<file path="config.mk">
export PLATFORM = sky130hd
export DESIGN_NAME = imem_loader
export DESIGN_NICKNAME = d
export VERILOG_FILES = /design/src/rtl/imem_loader.sv
export SDC_FILE = /design/constraint.sdc
export NUM_CORES = 1
export LEC_CHECK = 0
export CAP_MARGIN = 10
export CORE_MARGIN = 2
export CORE_UTILIZATION = 51
export CTS_CLUSTER_SIZE = 40
export DETAILED_ROUTE_END_ITERATION = 10
export GPL_TIMING_DRIVEN = 0
export PLACE_DENSITY = 0.75
export SYNTH_ARGS = -nofsm -noshare
export SYNTH_HDL_FRONTEND = slang
export SYNTH_SLANG_ARGS = --single-unit
</file>
<file path="constraint.sdc">
create_clock -name clk -period 3.2 [get_ports clk]
set_input_delay 0.64 -clock clk [delete_from_list [all_inputs] [get_ports clk]]
set_output_delay 0.64 -clock clk [all_outputs]
set_load 0.02 [all_outputs]
</file>
<file path="src/rtl/imem_loader.sv">
// Byte-stream program loader for the multicycle core's instruction memory.
// Packs big-endian words after a 16-bit count header, then pulses start.
module imem_loader #(
    parameter logic [15:0] BASE_ADDR = 16'h0000
) (
    input  logic        clk,
    input  logic        rst,
    input  logic [7:0]  in_data,
    input  logic        in_valid,
    output logic        in_ready,
    output logic        I_MEM_Write_Enable,
    output logic [31:0] I_MEM_Data_In,
    output logic [15:0] I_MEM_Write_Addr,
    output logic        start,
    output logic        load_done,
    output logic [15:0] words_written
);

    typedef enum logic [2:0] {
        HDR_HI,
        HDR_LO,
        DATA,
        WRITE,
        START,
        DONE
    } state_t;

    state_t      state;
    state_t      state_nxt;
    logic        accept_st;
    logic        xfer;
    logic [7:0]  count_hi;
    logic [15:0] remaining;
    logic [1:0]  byte_idx;
    logic [31:0] word_buf;
    logic [15:0] addr;

    always_ff @(posedge clk) begin
        if (rst) begin
            state <= HDR_HI;
        end else begin
            state <= state_nxt;
        end
    end

    always_comb begin
        state_nxt = state;
        accept_st = 1'b0;
        unique case (state)
            HDR_HI: begin
                accept_st = 1'b1;
                if (in_valid) begin
                    state_nxt = HDR_LO;
                end
            end
            HDR_LO: begin
                accept_st = 1'b1;
                if (in_valid) begin
                    if ({count_hi, in_data} == 16'd0) begin
                        state_nxt = START;
                    end else begin
                        state_nxt = DATA;
                    end
                end
            end
            DATA: begin
                accept_st = 1'b1;
                if (in_valid && byte_idx == 2'd3) begin
                    state_nxt = WRITE;
                end
            end
            WRITE: begin
                if (remaining == 16'd1) begin
                    state_nxt = START;
                end else begin
                    state_nxt = DATA;
                end
            end
            START: begin
                state_nxt = DONE;
            end
            DONE: begin
                state_nxt = DONE;
            end
            default: begin
                state_nxt = HDR_HI;
            end
        endcase
    end

    // Gating with rst keeps a reset cycle from consuming, writing or starting.
    assign in_ready           = accept_st & ~rst;
    assign xfer               = in_valid & in_ready;
    assign I_MEM_Write_Enable = (state == WRITE) & ~rst;
    assign start              = (state == START) & ~rst;
    assign load_done          = (state == DONE) & ~rst;

    always_ff @(posedge clk) begin
        if (rst) begin
            count_hi         <= 8'd0;
            remaining        <= 16'd0;
            byte_idx         <= 2'd0;
            word_buf         <= 32'd0;
            addr             <= BASE_ADDR;
            I_MEM_Data_In    <= 32'd0;
            I_MEM_Write_Addr <= 16'd0;
            words_written    <= 16'd0;
        end else begin
            unique case (state)
                HDR_HI: begin
                    if (xfer) begin
                        count_hi <= in_data;
                    end
                end
                HDR_LO: begin
                    if (xfer) begin
                        remaining <= {count_hi, in_data};
                        byte_idx  <= 2'd0;
                    end
                end
                DATA: begin
                    if (xfer) begin
                        // Left shift lands the first byte in [31:24].
                        word_buf <= {word_buf[23:0], in_data};
                        byte_idx <= byte_idx + 2'd1;
                        if (byte_idx == 2'd3) begin
                            I_MEM_Data_In    <= {word_buf[23:0], in_data};
                            I_MEM_Write_Addr <= addr;
                        end
                    end
                end
                WRITE: begin
                    addr          <= addr + 16'd1;
                    words_written <= words_written + 16'd1;
                    remaining     <= remaining - 16'd1;
                    byte_idx      <= 2'd0;
                end
                default: begin
                end
            endcase
        end
    end

endmodule

</file>
==> flow_summary.json <==
{
  "status": "finished clean",
  "ys_seq_area_share_pct": 48.2,
  "postRouteAntennaNets": 0,
  "nFillCells": 845,
  "finalHoldViolCount": 0,
  "cp_top_family": "buffers and inverters",
  "synthArstFlopShare_pct": 0,
  "timing_worst_setup_path_type": "input port to primary output",
  "synth_largest_area_cell": "dfxtp_1",
  "initial_core_util_pct": 53.0,
  "r2r_cells": 7,
  "layout.nets": 795,
  "muxShareOfSynthArea_pct": 2.27,
  "synth_compound_area_share_pct": 14.4,
  "die_w_um": 108,
  "dieArea_um2": 11700,
  "dieHeight_um": 108,
  "clk_pin_slew_ns": 0.06,
  "cts.sinks": 133,
  "synth_xor_xnor_area_share_pct": 3.65,
  "cts_htree_levels": 4,
  "post-route-cell-area_um2": 7070,
  "cp_num_buf_inv": 3,
  "clk_latency_ns": 0.52,
  "globalplace.congestion": 0.910,
  "cts_buffer_depth": 2,
  "postPlaceCellArea_um2": 6470,
  "grt_max_degree": 17,
  "syn-num-nets": 698,
  "vias_per_cell": 5.63,
  "slew_violations": 0,
  "critPathCapture": "in_ready",
  "synthTopCellsByCount": "nand2_1, dfxtp_1, a21oi_1, nor2_1, clkbuf_1",
  "crit_fanout": 7,
  "fmax_ghz": 0.328,
  "wl_per_cell_um": 15.7,
  "required_ns": 2.56,
  "via_count": 5217,
  "antenna-diode-count": 0,
  "cts_setup_buffers": 0,
  "cp_num_cells": 5,
  "cp.arrival_ns": 2.40,
  "drcViolationCount": 0,
  "io_buffers": 78,
  "setup-tns-final_ns": 0,
  "r2r_slack_ns": 0.89,
  "maxCapViolations": 0,
  "synth-edff-count": 0,
  "setup_viol": 0,
  "dp_hpwl_um": 10000,
  "drt_pass1_iterations": 5,
  "vdd_ir_drop_max_mv": 0.316,
  "design.core.area_um2": 10400,
  "holdWs_ns": 0.447,
  "antenna_found_initial": 0,
  "min_path_type": "flip-flop to flip-flop",
  "r2r_end": "I_MEM_Data_In[12]",
  "synthToLayoutAreaGrowth_pct": 28.1,
  "pwr-share-seq_pct": 43.7,
  "crit_start": "rst",
  "first_global_vias": 4970,
  "synth_fa_ha_area_share_pct": 1.13,
  "grt_pass1_wl_um": 23500,
  "rsz0062_at_grt": "false",
  "maxSlewHeadroom_pct": 53.5,
  "power_switching_w": 0.000921,
  "ys.flop_type": "dfxtp_1",
  "rows": 37,
  "avgSynthCellArea_um2": 8.10,
  "syn_inst": 682,
  "comb_power_share_pct": 5.8,
  "yosys.area_share.simple_pct": 26.6,
  "cts_hold_repair.buffers": 0,
  "cts_tree": "yes",
  "swShare_pct": 23.8,
  "cts-root-buf": "clkbuf_8",
  "cts_made_buffers": 17,
  "fin_crit_sh_pct": 95.1,
  "syn_area_um2": 5520,
  "power_density_nw_per_um2": 547,
  "routed_wl_um": 14500,
  "synth.top_cells.by_area": "dfxtp_1, nand2_1, a21oi_1, nor2_1, xnor2_1",
  "p_int_w": 0.00295,
  "crit_chain": "clkdlybuf4s50_1, or2_2, clkbuf_1, a21oi_1, clkdlybuf4s50_1",
  "p_leak_nw": 2.41,
  "synth_top_area_share_pct": 48.2,
  "grt_usage_pct": 25.5,
  "drt_iter0_markers": 310,
  "synth_top_family_by_area": "simple AND/OR/NAND/NOR gates",
  "clock_skew_ns": 0.0105,
  "cp-end-kind": "primary output",
  "p_clk_share_pct": 50.5,
  "worst_pin_slew_ns": 0.692,
  "critPathMaxStageDelay_ns": 0.63,
  "r2r_start": "state[2]",
  "grt.overflow.total": 0,
  "critPathSlowestCell": "clkdlybuf4s50_1",
  "ys_ff_latch": 133,
  "drive_above_1_share_pct": 6.70,
  "num_io_pins": 79,
  "start_kind": "input port",
  "synth.most_common_cell": "nand2_1",
  "period_minus_slack_ns": 3.04,
  "cp_common_cell": "clkdlybuf4s50_1",
  "yosysUniqueCellTypes": 45,
  "synth_warnings": 0
}
-- cell type report --
class / count / area, um^2 / share of cell area (%)
Sequential cell: 133 / 2660 / 37.6
Timing Repair Buffer: 78 / 781 / 11.0
Tap cell: 136 / 170 / 2.41
Multi-Input combinational cell: 496 / 2660 / 37.6
Inverter: 11 / 41.3 / 0.584
Clock inverter: 14 / 176 / 2.49
Clock buffer: 17 / 414 / 5.85
Buffer: 42 / 166 / 2.35
-- power groups by stage --
| stage | Combinational [W] | Sequential (W) | Clock (W) |
|---|---|---|---|
| finish | 0.000223 | 0.00169 | 0.00195 |
| global route | 0.000242 | 0.00169 | 0.00205 |
| CTS | 0.000219 | 0.00169 | 0.00196 |
| detailed placement | 0.000215 | 0.00173 | 0 |
| global placement | 0.000209 | 0.00172 | 0 |
| floorplan | 0.000146 | 0.00172 | 0 |
-- cell usage in the layout (no fill, tap or decap), types with 7 or more instances in the layout --
| master | netlist | routed |
|---|---|---|
| dfxtp_1 | 133 | 133 |
| nor3_1 | 8 | 7 |
| o21ai_0 | 8 | 8 |
| inv_1 | 11 | 11 |
| xnor2_1 | 15 | 15 |
| clkdlybuf4s50_1 | 0 | 75 |
| nand4_1 | 8 | 8 |
| nand2b_1 | 7 | 7 |
| a21oi_1 | 94 | 94 |
| nand2_1 | 166 | 166 |
| clkbuf_1 | 32 | 29 |
| nor2_1 | 48 | 48 |
| clkbuf_16 | 0 | 16 |
| mux2i_1 | 8 | 8 |
| nand3_1 | 16 | 16 |
| a31oi_1 | 7 | 7 |
| xor2_1 | 8 | 8 |
| nor4_1 | 15 | 15 |
| or3_1 | 14 | 14 |
-- worst reg2reg max path, stage by stage (launching register included) --
cell and delay, ns:
dfxtp_1 0.46, or2_2 0.16, clkbuf_1 0.27, or3_1 0.23, clkbuf_1 0.38, clkbuf_1 0.43, nand2_1 0.12, a21oi_1 0.17
-- what timing repair did --
| item | 4_1_cts | 5_1_grt |
|---|---|---|
| endpoints found under the setup margin | 3 | 3 |
| hold endpoints to repair | 0 | 0 |
| resized for setup | 5 | 6 |
-- stage by stage --
step	total power, W	instances	worst slack [ns]	utilization (%)
floorplan	0.00187	682	0.612	-
global placement	0.00193	896	-0.644	62.2
detailed placement	0.00194	896	-0.684	62.2
CTS	0.00387	927	0.00818	67.9
global route	0.00398	927	0.0785	67.9
finish	0.00387	927	0.156	67.9
-- flip-flops by register name, indices dropped and copies added (netlist names) --
signal and cells:
state 3, word_buf 24, byte_idx 2, count_hi 8, remaining 16, I_MEM_Data_In 32
addr 16, I_MEM_Write_Addr 16, words_written 16
-- per-layer routing --
layer	vias to the layer above	GRT usage (%)	wire, um	part of all wire [%]
met3	32	7.53	910	6.3
met2	188	43.3	7230	50
met4	0	8.88	282	1.9
met1	2448	30.8	6120	42
li1	2549	-	-	-
met5	-	0	0	0
-- how the worst min path moves through the flow --
stage                        start                   to  depth (start not counted)
2_1_floorplan         word_buf[16]    I_MEM_Data_In[24]                          2
3_3_place_gp          word_buf[23]    I_MEM_Data_In[31]                          2
3_5_place_dp   I_MEM_Write_Addr[8]  I_MEM_Write_Addr[8]                          2
4_1_cts               word_buf[22]    I_MEM_Data_In[30]                          2
5_1_grt          I_MEM_Data_In[30]    I_MEM_Data_In[30]                          2
6_report              word_buf[22]    I_MEM_Data_In[30]                          2
-- logic make-up after synthesis --
| group | Yosys count |
|---|---|
| AO/OA/AOI/OAI | 138 |
| XOR/XNOR | 23 |
| multiplexers | 12 |
| adder cells (fa/ha/maj) | 5 |
| AND/OR/NAND/NOR | 318 |
| flip-flops | 133 |
| buffers and inverters | 53 |
No activity file was read; power rests on OpenSTA's default activity.
